===== src/rtl/wb_regfile.sv =====
// Writeback stage merged with the 32-entry integer register file.
// Selects and commits writeback data, serves two bypassed read ports, counts retires, emits a commit trace.
module wb_regfile #(
    parameter int XLEN   = 32,
    parameter int CNT_W  = 64,
    parameter bit BYPASS = 1'b1
) (
    input  logic             clk,
    input  logic             rst_n,
    input  logic             stop,
    input  logic [1:0]       WB_WdSel_i,
    input  logic             WB_RFwe_i,
    input  logic [XLEN-1:0]  WB_pc4_i,
    input  logic [XLEN-1:0]  WB_ALUc_i,
    input  logic [XLEN-1:0]  WB_DMdata_i,
    input  logic [XLEN-1:0]  WB_imm_i,
    input  logic [4:0]       WB_rd_i,
    input  logic [31:0]      WB_inst_i,
    input  logic             WB_IDstop_i,
    input  logic [4:0]       rs1_i,
    input  logic [4:0]       rs2_i,
    output logic [XLEN-1:0]  rd1_o,
    output logic [XLEN-1:0]  rd2_o,
    output logic [XLEN-1:0]  wb_wdata_o,
    output logic             wb_we_o,
    output logic [CNT_W-1:0] retire_cnt_o,
    output logic             trace_valid_o,
    output logic [XLEN-1:0]  trace_pc_o,
    output logic [31:0]      trace_inst_o,
    output logic [4:0]       trace_rd_o,
    output logic [XLEN-1:0]  trace_wdata_o
);

    // x0 has no storage; reads of address 0 are forced to zero below.
    logic [XLEN-1:0] regs [1:31];
    logic            commit;

    always_comb begin
        case (WB_WdSel_i)
            2'b00:   wb_wdata_o = WB_ALUc_i;
            2'b01:   wb_wdata_o = WB_DMdata_i;
            2'b10:   wb_wdata_o = WB_pc4_i;
            default: wb_wdata_o = WB_imm_i;
        endcase
    end

    assign wb_we_o = WB_RFwe_i & ~stop & ~WB_IDstop_i & (WB_rd_i != 5'd0);
    assign commit  = ~stop & ~WB_IDstop_i & (WB_inst_i != 32'd0);

    always_ff @(posedge clk or negedge rst_n) begin
        if (!rst_n) begin
            for (int i = 1; i < 32; i++) regs[i] <= '0;
        end else if (wb_we_o) begin
            regs[WB_rd_i] <= wb_wdata_o;
        end
    end

    // Write-first: a same-cycle write to the addressed register wins over the array.
    always_comb begin
        rd1_o = '0;
        if (rs1_i != 5'd0) begin
            if (BYPASS && wb_we_o && (rs1_i == WB_rd_i)) rd1_o = wb_wdata_o;
            else                                         rd1_o = regs[rs1_i];
        end
    end

    always_comb begin
        rd2_o = '0;
        if (rs2_i != 5'd0) begin
            if (BYPASS && wb_we_o && (rs2_i == WB_rd_i)) rd2_o = wb_wdata_o;
            else                                         rd2_o = regs[rs2_i];
        end
    end

    always_ff @(posedge clk or negedge rst_n) begin
        if (!rst_n) begin
            retire_cnt_o  <= '0;
            trace_valid_o <= 1'b0;
            trace_pc_o    <= '0;
            trace_inst_o  <= '0;
            trace_rd_o    <= '0;
            trace_wdata_o <= '0;
        end else if (commit) begin
            retire_cnt_o  <= retire_cnt_o + 1'b1;
            trace_valid_o <= 1'b1;
            trace_pc_o    <= WB_pc4_i - XLEN'(4);
            trace_inst_o  <= WB_inst_i;
            trace_rd_o    <= wb_we_o ? WB_rd_i : 5'd0;
            trace_wdata_o <= wb_we_o ? wb_wdata_o : '0;
        end else begin
            trace_valid_o <= 1'b0;
        end
    end

endmodule


===== config.mk =====
export PLATFORM = sky130hd
export DESIGN_NAME = wb_regfile
export DESIGN_NICKNAME = d
export VERILOG_FILES = /design/src/rtl/wb_regfile.sv
export SDC_FILE = /design/constraint.sdc
export NUM_CORES = 2
export LEC_CHECK = 0
export BUFFER_PORTS_ARGS = -buffer_cell sky130_fd_sc_hd__buf_4
export CORE_MARGIN = 5
export CORE_UTILIZATION = 65
export DETAILED_ROUTE_END_ITERATION = 8
export PLACE_DENSITY_LB_ADDON = 0.25
export SLEW_MARGIN = 20
export SYNTH_ARGS = -nofsm -noshare
export SYNTH_HDL_FRONTEND = slang
export SYNTH_SLANG_ARGS = --single-unit

===== constraint.sdc =====
create_clock -name clk -period 3.2 [get_ports clk]
set_clock_uncertainty 0.05 [all_clocks]
set_input_delay 0.32 -clock clk [delete_from_list [all_inputs] [get_ports clk]]
set_output_delay 0.32 -clock clk [all_outputs]
set_load 0.01 [all_outputs]

# Yosys cells after proc, flatten, opt, wreduce, memory -nomap -nowiden
# Index checks and enable logic that the tools add are counted.
# op_classes
add_sub_neg	2
n_lt_le_gt_ge	4
n_eq_ne	4
muxes	17
bitwise_logic	10
reduce_logical	8
# op_table
operator	n
bitwise mux 992 bit	1
binary-select mux 32 bit (select 5 bit)	2
2-to-1 mux 32 bit	10
demux 32 bit (select 5 bit)	1
case mux 32 bit (3 select lines)	1
adder 64 x 1 -> 64 bit (second input constant)	1
nonzero test 32 bit	1
subtractor 32 x 3 -> 32 bit (second input constant)	1
greater-or-equal comparator 6 bit (second input constant)	3
inverter 5 -> 6 bit	3
nonzero test 5 bit	3
== test 5 bit	2
less-than comparator 6 x 1 -> 1 bit (second input constant)	1
AND 1 bit	5
2-to-1 mux 5 bit	1
logical AND 1 bit	3
== test 2 x 1 -> 1 bit (second input constant)	1
== test 2 bit (second input constant)	1
logical NOT 2 bit	1
inverter 1 bit	2
2-to-1 mux 1 bit	1
# totals
register_bits	1158
output_inout_bits	263
wordCells	82

# Logic depth before layout (Yosys ltp)
# logic_depth
word_depth	7
depth_mapped	9
mapped_depth_nobuf	7

# Least setup slack after synthesis
# OpenSTA, ideal clock, no wires.
# synth_path
kind	input port to output port
startpoint	in rs1_i[0]
endpoint	out rd1_o[2]
arrival_time_ns	2.122
t_required_ns	2.830
path_slack_ns	0.708
cell_stages	6
n_path_buf	2
path_cell_list	buf_4 -> clkbuf_1 -> mux4_2 -> mux4_2 -> o211ai_1 -> o21ai_0
# synth_between
elab_chain_len	6
elab_cells_between_ends	9
# synth_rtl
item	line_no	text
start: declaration	20	input logic [4:0] rs1_i,
inverter 5 -> 6 bit (not written as such)	63	else rd1_o = regs[rs1_i];
binary-select mux 32 bit (select 5 bit)	63	
2-to-1 mux 32 bit (not written as such) (2 in series)	63	
2-to-1 mux 32 bit	62	if (BYPASS && wb_we_o && (rs1_i == WB_rd_i)) rd1_o = wb_wdata_o;
2-to-1 mux 32 bit (*)	61	if (rs1_i != 5'd0) begin
end: declaration	22	output logic [XLEN-1:0] rd1_o,
# Mark *: on every way between the ends. The rest lies on a longest branch, timed or not. The select of a mux whose other input is x is not followed.

# Worst setup path after layout
# layout_path
startpoint	reg regs[258] (netlist name)
endpoint	out rd1_o[2]
# layout_between
elab_chain_len	5
# layout_rtl
item	line_no	text
start: declaration	35	logic [XLEN-1:0] regs [1:31];
start signal: indexed assignment	54	regs[WB_rd_i] <= wb_wdata_o;
binary-select mux 32 bit (select 5 bit)	63	
2-to-1 mux 32 bit (not written as such) (2 in series)	63	
2-to-1 mux 32 bit	62	
2-to-1 mux 32 bit	61	
# Every way passes these cells. The select of a mux whose other input is x is not followed.

==> impl_results.md <==
- Most instantiated cells after synthesis: 1,249 x nand2_1, 1,158 x dfrtp_1, 1,064 x o21ai_0, 414 x clkbuf_1, 403 x mux4_2
- PD cells: 546 nW/um^2
- Syn. warnings: 0
- Synth top area cells: dfrtp_1 49%, mux4_2 15%, o21ai_0 9.0%, nand2_1 7.9%, clkbuf_1 2.6%
- Asr flop ratio synth: 1.00
- Seq/Total Area, Yosys: 0.487
- Hold path depth: 5
- Synth Register Bits: 1,158
- CTS tree: built
- Clock power frac: 0.378
- Die H: 313 microns
- Clk buf depth: 3
- Least-Margin Pin Slew: 1.02 ns
- Syn Inst Count: 5,618
- Most common cell in the synthesized netlist: nand2_1
- Die Area: 97,700 sq um
- Leakage power: 31.8 nW
- Max FO, Critical Path: 3
- Vias in the first global route: 52,800
- Area of the multi-input gates: 28,400 sq um
- Worst IR Drop VDD: 0.481 mV
- Slowest-stage cell, CP: o211ai_1
- Core Rows: 111
- Layout area overhead: 18.4%
- Failing checks: setup timing
- WP data arrival: 3.02 ns
- Final nets: 6,192
- CP Cell Sequence: mux4_2 > mux4_2 > o211ai_1 > o21ai_1 > buf_4
- Total track usage: 0.452
- Mapped Nets: 5,802
- Switching pwr: 0.0109 W
- Number of vias per cell: 7.19
- Post-DP Area: 65,500 sq um
- CP Class: flop to primary output
- Relative slew slack: 0.318
- CTS buffer count: 116
- Slew Viols, Final: 0
- First DRT Iteration DRCs: 7,933
- Max_cap viols: 0
- Port buffer count: 444
- Yosys cell types: 68
- Fin crit share: 1.06
- Overflow after GRT: 0
- WL/cell: 30.5 microns
- Status: finished with violations
- Vias post-DR: 52,400
- Sw frac: 0.283
- FF-to-FF path depth: 6
- Cell Int Power: 0.0276 W
- RSZ-0062 raised after global routing: true
- HPWL Detailed: 139 mm
- Number of synthesized flops with an enable pin: 0
- Total area of sequential cells: 29,000 sq um
- Number of remaining DRC errors: 0
- Clock Sinks: 1,158
- Final ANT Viol Nets: 0
- Die W: 313 microns
- Worst hold slack: 0.0693 ns
- Syn avg cell area: 10.6 sq um
- Cell Area, Synth: 59,500 sq um
- Worst Path Required: 2.83 ns
- RD Place Congestion: 0.978
- Top FF cell, synth: dfrtp_1
- Worst Slack Setup Final: -0.192 ns
- Root Driver: clkbuf_16
- H-tree Lvls: 3
- Final setup fails: 6
- Top Ports: 445
- Setup TNS Final: -0.513 ns
- HP Class: input pin to flop
- Final hold viol count: 0
- First-pass GRT wire length: 332 mm
- Worst-skew pair later-pin latency: 0.72 ns
- Initial antenna violation count: 12
- Routed wire length: 222 mm
- Post-route minimum period: 3.39 ns
- Synth area leader: dfrtp_1
- Fill cell count: 5,657
- Design area: 70,400 sq um
- Initial Util: 0.652
- Critical Path End Type: primary output
- Fmax: 295 MHz
- Synth top area share: 0.487
- Worst stage delay on the critical path: 0.54 ns
- Startpoint Class: flop
- Sequential share of power: 0.447
- Worst path most repeated cell: mux4_2
- CTS clk-pin slew, worst paths: 0.07 ns
- Drt pass-1 iters: 8
- Combinational share of power: 0.175
- Largest net degree at the start of global routing: 139
- Layout cells sized above 1: 0.254
- Core area: 91,200 sq um
[final timing paths]
path	startpoint	to	slack, ns
max	regs[258]	rd1_o[2]	-0.19
min reg2reg	retire_cnt_o[63]	retire_cnt_o[63]	0.42
min in group asynchronous	rst_n	trace_pc_o[18]	0.18
min	WB_pc4_i[8]	trace_pc_o[10]	0.07
max reg2reg	retire_cnt_o[10]	retire_cnt_o[51]	0.65
max in group asynchronous	rst_n	regs[467]	1.82
[area by class of cell]
cell class,instances,area share
sequential,1158,0.411
multi-input combinational,3862,0.403
timing repair buffer,823,0.104
clock buffer,167,0.0478
tap,1186,0.0211
clock inverter,45,0.00943
inverter,47,0.00250
antenna,5,0.000178
[flip-flops by register name, summed over array words and instances, names as in the netlist]
register,cells
trace_wdata_o,32
trace_pc_o,32
trace_rd_o,5
trace_inst_o,32
retire_cnt_o,64
regs,992
trace_valid_o,1
[cells in the final DEF (no fill, tap or decap), drive strengths merged, types with 32 or more instances in the layout]
| cell | n |
|---|---|
| nand4 | 38 |
| nand2 | 1249 |
| a21oi | 33 |
| buf | 753 |
| nor2 | 52 |
| dfrtp | 1158 |
| dlygate4sd3 | 70 |
| a22o | 44 |
| xor2 | 57 |
| nor4 | 34 |
| inv | 51 |
| a211oi | 32 |
| a22oi | 105 |
| nand3 | 44 |
| nor3 | 77 |
| mux4 | 403 |
| mux2 | 123 |
| o22ai | 71 |
| clkbuf | 167 |
| a221oi | 55 |
| mux2i | 140 |
| xnor2 | 42 |
| o21ai | 1090 |
[cell families after synthesis]
kind of cell,share of synthesized area
xor gates and xnor gates,0.0146
buffers and inverters,0.0406
adders and majority gates,0.000421
DFF,0.487
AOI/OAI and AO/OA,0.146
muxes,0.199
and+or+nand+nor,0.111
[power by group through the flow]
stage / Clock, W / Sequential, W / Combinational, W
CTS: 0.0145 / 0.0171 / 0.00651
global route: 0.0152 / 0.0173 / 0.00713
finish: 0.0145 / 0.0172 / 0.00671
global placement: 0 / 0.0172 / 0.00616
detailed placement: 0 / 0.0174 / 0.00635
floorplan: 0 / 0.0171 / 0.00360
[what timing repair did]
item	in CTS	in global routing
pin swaps	4	5
hold buffers	70	0
endpoints found under the hold margin	103	0
gates resized for setup	8	15
buffers inserted	14	5
setup endpoints to repair	9	17
[stage by stage]
step	total power, W	setup WS, ns	utilization	std cells
after CTS	0.0382	-0.0850	0.771	7283
after global routing	0.0396	-0.166	0.772	7288
final	0.0385	-0.192	0.772	7293
after global placement	0.0234	-0.0886	0.717	6987
after detailed placement	0.0237	-0.0687	0.717	6987
after floorplan	0.0207	0.708	-	5618
[metal layers]
metal,up-vias,wire (microns),GRT usage
met3,1294,33400,0.172
met2,4389,93400,0.639
met4,18,20600,0.315
met5,-,140,0.00494
li1,21200,-,-
met1,25600,74700,0.581
[worst max-delay path: cells and delay by family, from the launching register on]
family,cells,cell delay (ns)
buffers and inverters,1,0.19
flip-flops,1,0.40
AO/OA/AOI/OAI,2,0.73
multiplexers,2,0.98
No activity file was read; power rests on OpenSTA's default activity.
